==> config.mk <==
export PLATFORM = sky130hd
export DESIGN_NAME = dot_max_engine
export DESIGN_NICKNAME = d
export VERILOG_FILES = /design/src/rtl/dot_max_engine.sv
export SDC_FILE = /design/constraint.sdc
export NUM_CORES = 1
export LEC_CHECK = 0
export ABC_AREA = 1
export BUFFER_PORTS_ARGS = -buffer_cell sky130_fd_sc_hd__clkbuf_2
export CORE_ASPECT_RATIO = 1.75
export CORE_MARGIN = 5
export CORE_UTILIZATION = 35
export DETAILED_ROUTE_END_ITERATION = 10
export MAX_ROUTING_LAYER = met4
export PLACE_DENSITY_LB_ADDON = 0.08
export SLEW_MARGIN = 5
export SYNTH_ARGS = -nofsm -noshare
export SYNTH_HDL_FRONTEND = slang
export SYNTH_SLANG_ARGS = --single-unit
export TNS_END_PERCENT = 50
==> constraint.sdc <==
create_clock -name clk -period 3.83 [get_ports clk]
set_input_delay 0.383 -clock clk [delete_from_list [all_inputs] [get_ports clk]]
set_output_delay 0.383 -clock clk [all_outputs]
set_load 0.02 [all_outputs]
==> src/rtl/dot_max_engine.sv <==
// dot_max_engine: sequential unsigned dot product over LANES element pairs,
// tracking the largest result seen and the sample index that produced it.
module dot_max_engine #(
    parameter int LANES = 4,
    parameter int DW = 4,
    parameter int IDX_W = 8,
    localparam int ACC_W = 2 * DW + $clog2(LANES)
) (
    input  logic             clk,
    input  logic             rst_n,
    input  logic             in_valid,
    output logic             in_ready,
    input  logic             in_sel,
    input  logic [DW-1:0]    in_data,
    input  logic             start,
    output logic             busy,
    output logic             done,
    output logic [ACC_W-1:0] result,
    output logic [ACC_W-1:0] best,
    output logic [IDX_W-1:0] best_idx,
    output logic             best_valid,
    input  logic             clear_best
);
    localparam int PW = $clog2(LANES);

    typedef enum logic [1:0] {IDLE, COMPUTE, FINISH} state_t;

    state_t           state;
    logic [DW-1:0]    x_reg [LANES];
    logic [DW-1:0]    w_reg [LANES];
    logic [PW-1:0]    ptr;
    logic [ACC_W-1:0] acc;
    logic [ACC_W-1:0] prod;
    logic [IDX_W-1:0] sample_cnt;
    logic             accept;
    logic             take_best;

    assign in_ready  = state == IDLE;
    assign busy      = state != IDLE;
    assign accept    = in_valid && in_ready;
    assign prod      = ACC_W'(x_reg[ptr]) * ACC_W'(w_reg[ptr]);
    // a clear coinciding with completion lets the new result seed the maximum
    assign take_best = clear_best || !best_valid || acc > best;

    always_ff @(posedge clk) begin
        if (!rst_n) begin
            for (int k = 0; k < LANES; k++) begin
                x_reg[k] <= '0;
                w_reg[k] <= '0;
            end
        end else if (accept) begin
            for (int k = 0; k < LANES - 1; k++) begin
                if (in_sel) w_reg[k] <= w_reg[k+1];
                else x_reg[k] <= x_reg[k+1];
            end
            if (in_sel) w_reg[LANES-1] <= in_data;
            else x_reg[LANES-1] <= in_data;
        end
    end

    always_ff @(posedge clk) begin
        if (!rst_n) begin
            state      <= IDLE;
            ptr        <= '0;
            acc        <= '0;
            done       <= 1'b0;
            result     <= '0;
            best       <= '0;
            best_idx   <= '0;
            best_valid <= 1'b0;
            sample_cnt <= '0;
        end else begin
            done <= 1'b0;
            case (state)
                IDLE: begin
                    if (start) begin
                        state <= COMPUTE;
                        acc   <= '0;
                        ptr   <= '0;
                    end
                end
                COMPUTE: begin
                    acc <= acc + prod;
                    ptr <= ptr + 1'b1;
                    if (ptr == PW'(LANES - 1)) state <= FINISH;
                end
                FINISH: begin
                    state      <= IDLE;
                    result     <= acc;
                    done       <= 1'b1;
                    sample_cnt <= sample_cnt + 1'b1;
                end
                default: state <= IDLE;
            endcase
            if (state == FINISH && take_best) begin
                best       <= acc;
                best_idx   <= sample_cnt;
                best_valid <= 1'b1;
            end else if (clear_best) begin
                best       <= '0;
                best_idx   <= '0;
                best_valid <= 1'b0;
            end
        end
    end
endmodule

======== After elaboration in Yosys (flattened, before gate mapping) ========
Memory sizes are Yosys's and may differ from the RTL's. A register that Yosys moved wholly into a read port is not among the register bits.
Index checks and enable logic that the tools add are counted.
storage, ports and cells
  register bits after elaboration ......... 52
  RAM bits ................................ 32
  input port bits ......................... 10
  output and inout port bits .............. 32
  word-level logic and storage cells ...... 75
  memories kept ........................... 2
memory list
  name   depth  bits a word  read ports  clocked after memory_dff  wr ports  RTL line  RTL
  w_reg  4      4            4           1                         4         30        logic [DW-1:0] w_reg [LANES];
  x_reg  4      4            4           1                         4         29        logic [DW-1:0] x_reg [LANES];
operators by class
  add/subtract/negate cells ............... 3
  multipliers ............................. 1
  $lt $le $gt $ge ......................... 1
  equal/unequal tests ..................... 5
  multiplexer cells ....................... 35
  bitwise operators ....................... 8
  reduce and logical (&&, ||, !) cells .... 11
operators with widths
  operator             number
  $mux 4               8
  $mux 10              3
  $pmux 10 s2          1
  $mux 8               2
  $mux 2               7
  $mux 1               12
  $add 10x8->10        1
  $gt 10x10->1         1
  $add 8x1->8 const B  1
  $mul 4x4->8          1
  $or 1x1->1           8
  $pmux 2 s2           2
  $reduce_bool 2->1    3
  $eq 2x2->1 const B   2
  $reduce_and 2->1     2
  $add 2x1->2 const B  1
  $eq 2x1->1 const B   1
  $logic_and 1x1->1    2
  $logic_not 2->1      1
  $logic_or 1x1->1     2
  $ne 2x1->1 const B   1
  $ne 2x2->1 const B   1
  $logic_not 1->1      1

======== Depth between registers and ports, before layout ========
  depth in word-level cells ............... 6
  depth in mapped cells ................... 22
  depth with buffers taken out ............ 20

======== Least setup slack after synthesis ========
No wires, ideal clock.
  path kind ............................... register -> register
  from .................................... reg with a tool-made name
  to ...................................... reg acc[9]
  setup time .............................. 0.117 ns
  arrival time ............................ 3.659 ns
  required time ........................... 3.713 ns
  path slack .............................. 0.054 ns
  cell stages (with the launch flop) ...... 21
  clock period less this slack ............ 3.776 ns
  path through ............................ dfxtp_1 -> buf_2 -> inv_1 -> buf_2 -> nand2_1 -> a32oi_1 -> nand2_1 -> fa_1 -> fa_1 -> fa_1 -> inv_1 -> ha_1 -> nand3_1 -> nand2_1 -> nand2_1 -> o21ai_0 -> nand2_1 -> nand2_1 -> nand3_1 -> nand2_1 -> nor2_1
RTL lines
  what                  RTL line  RTL
  end signal, assigned  83        acc <= acc + prod;
  end, declared         32        logic [ACC_W-1:0] acc;

==> results.yml <==
logic_synthesis:
  synthesis.area_um2: 4470
  synthAdderAreaFrac: 0.124
  ys.flop_type: "dfxtp_1"
  synth_seq_cells: 86
  synth_fp_nets: 590
  yosysTopAreaCell: "dfxtp_1"
  synth-simple-area-share: 0.214
  synthCells: 541
  synth_enable_flop_cells: 32
  async_flop_share: 0
  avgSynthCellArea_um2: 8.26
  ys_seq_area_frac: 0.457
  synth_xor_area_frac: 0.00196
  synth_compound_area_frac: 0.103
  synth_top_family_by_area: "simple AND/OR/NAND/NOR gates"
  synth_top_area_frac: 0.242
  yosysUniqueCellTypes: 32
  synthMuxAreaShare: 0
  yosysWarnings: 0
  synth_common_cells: "inv_1, nand2_1, nor2_1, dfxtp_1, a21oi_1"
  synth_area_leaders: "dfxtp_1, edfxtp_1, ha_1"
pwr:
  p_switching_uw: 628
  pwr-share-comb: 0.148
  pwr-share-clk: 0.407
  powerDensity_nw_per_um2: 421
  internal_power_uw: 1640
  sequentialPowerShare: 0.446
  ir_drop_v: 0.000223
  sw_frac_of_total: 0.277
  p_leak_uw: 0.00233
clock_network:
  numCtsBuffers: 9
  htreeDepth: 3
  cts.sinks: 86
  clk_latency_ns: 0.34
  cts_hold_buf: 0
  clock-root-buffer: "clkbuf_16"
  path_clk_slew_ns: 0.07
  cts_tree: "done"
  clock_path_buffers: 2
sta:
  finalSetupViolations: 0
  clock.fmax_ghz: 0.274
  final.setup.worst_slack_ns: 0.181
  fin_setup_tns_ns: 0
  slew_violations: 0
  finalCriticalPeriod_ns: 3.65
  period_share: 0.953
  max_slew.worst_pin.slew_ns: 0.883
  max-slew-margin-rel: 0.409
  skew_ns: 0.00629
  hold_violations: 0
placed_design:
  dp_slack_ns: -0.0579
  dpl.hpwl_mm: 8.84
  port_buffers: 41
  place_area_um2: 4930
  dp.cells: 749
  gp_congestion: 0.799
floorplanning:
  die_y_um: 159
  dieArea_um2: 15200
  ios: 42
  core_um2: 12500
  num_rows: 54
  start_util: 0.358
  die_x_um: 95.4
global_route:
  grt_start_max_net_pins: 46
  grt_pass1_wl_mm: 18.9
  grtUsageTotal: 0.166
  antenna_found_initial: 0
  grt_pass1_vias: 3769
  grt_overflow: 0
final_layout:
  drive_gt1_frac: 0.193
  fin_area_um2: 5390
  layoutNonFillerInstCount: 765
  nFillCells: 1259
  area_growth_pct: 20.6
  diodes: 0
  nets: 641
  final_util: 0.431
critical_path:
  crit_path_max_fanout: 6
  reg2reg_setup_slack_ns: 0.18
  ff2ff_path_depth: 19
  rr_endpoint: "acc[8]"
  end_kind: "flip-flop"
  critical_path_class: "reg2reg"
  startpoint_type: "flip-flop"
  worstPathRequired_ns: 4.02
  cp.arrival_ns: 3.84
route:
  first_pass_iters: 4
  final_antenna_net_count: 0
  post-route-drc-count: 0
  wl_mm: 11.7
  drtIter0Drc: 111
  wl_per_cell_um: 15.3
  vias_per_cell: 4.84
  num_vias: 3702
run_status:
  outcome: "finished, final reports clean"
worst_hold_path:
  hp-start: "in_data[0]"
  hp-class: "in2reg"
  hold_end: "x_reg[3][0]"
  min_path_cells: 3
run:
  drv_cap: 0
[per-layer routing]
layer  wire, um  share of wire  vias to the layer above  track usage
met3        283          0.024                       23       0.0279
met2       6540           0.56                       53        0.301
li1           -              -                     1864            -
met4        472          0.040                        0       0.0816
met5          0              0                        -            -
met1       4400           0.38                     1762        0.167
[how the worst max path moves through the flow]
stage             end  cells after the start
6_report       acc[8]                     19
4_1_cts        acc[8]                     18
2_1_floorplan  acc[9]                     20
3_3_place_gp   acc[9]                     18
5_1_grt        acc[9]                     19
3_5_place_dp   acc[9]                     18
[critical path, stage by stage, from the launching register on]
cell	delay (ns)
dfxtp_4	0.36
inv_4	0.06
buf_4	0.13
nand2_1	0.07
a32oi_2	0.23
nand2_1	0.11
fa_1	0.57
fa_1	0.43
fa_1	0.50
inv_1	0.06
ha_4	0.28
nand3_1	0.07
nand2_1	0.10
nand2_2	0.08
nor2_4	0.13
nand3_2	0.08
nand2_1	0.07
nand2_1	0.04
nand3_1	0.06
a21oi_1	0.07
[layout make-up]
type	count	area, um^2	area share
flip-flops and latches	86	2050	0.380
clock buffers	9	225	0.0418
multi-input cells	341	2110	0.391
repair buffers	60	355	0.0659
inverters	94	358	0.0664
well taps	168	210	0.0390
clock inverters	7	87.6	0.0162
[per-stage QoR]
stage	hold WS [ns]	total power [uW]
floorplan	0.442	1220
global placement	0.456	1330
detailed placement	0.458	1340
CTS	0.348	2280
global route	0.375	2400
finish	0.366	2270
[power groups by stage]
stage	combinational, uW	clock, uW	sequential (uW)
floorplan	206	0	1010
global placement	300	0	1030
detailed placement	302	0	1030
CTS	308	961	1010
global route	384	997	1020
finish	336	923	1010
[placed cells by master, fill, tap and decap left out, types with 3 or more instances in the layout]
| cell type | instances |
|---|---|
| inv_1 | 89 |
| nand2_1 | 88 |
| nor2_1 | 56 |
| dfxtp_1 | 52 |
| a21oi_1 | 51 |
| nand3_1 | 48 |
| clkbuf_2 | 41 |
| edfxtp_1 | 32 |
| ha_1 | 28 |
| buf_4 | 17 |
| o21ai_0 | 9 |
| fa_1 | 9 |
| clkbuf_16 | 9 |
| a32oi_2 | 7 |
| nor2_2 | 5 |
| nand2_2 | 5 |
| a22oi_1 | 5 |
| nand4_1 | 3 |
| nor3_2 | 3 |
| nand3_2 | 3 |
| inv_8 | 3 |
[logic make-up after synthesis]
family / Yosys count
compound gates: 81
xor+xnor: 1
fa+ha+maj: 39
buf+inv: 114
flops: 86
simple gates: 220
[what timing repair did]
action / 4_1_cts / 5_1_grt
setup buffers: 0 / 0
resized for setup: 4 / 31
endpoints found under the hold margin: 0 / 0
setup endpoints to repair: 3 / 7
pin swaps: 0 / 17
Note: power is estimated with default switching activity, not from simulation.
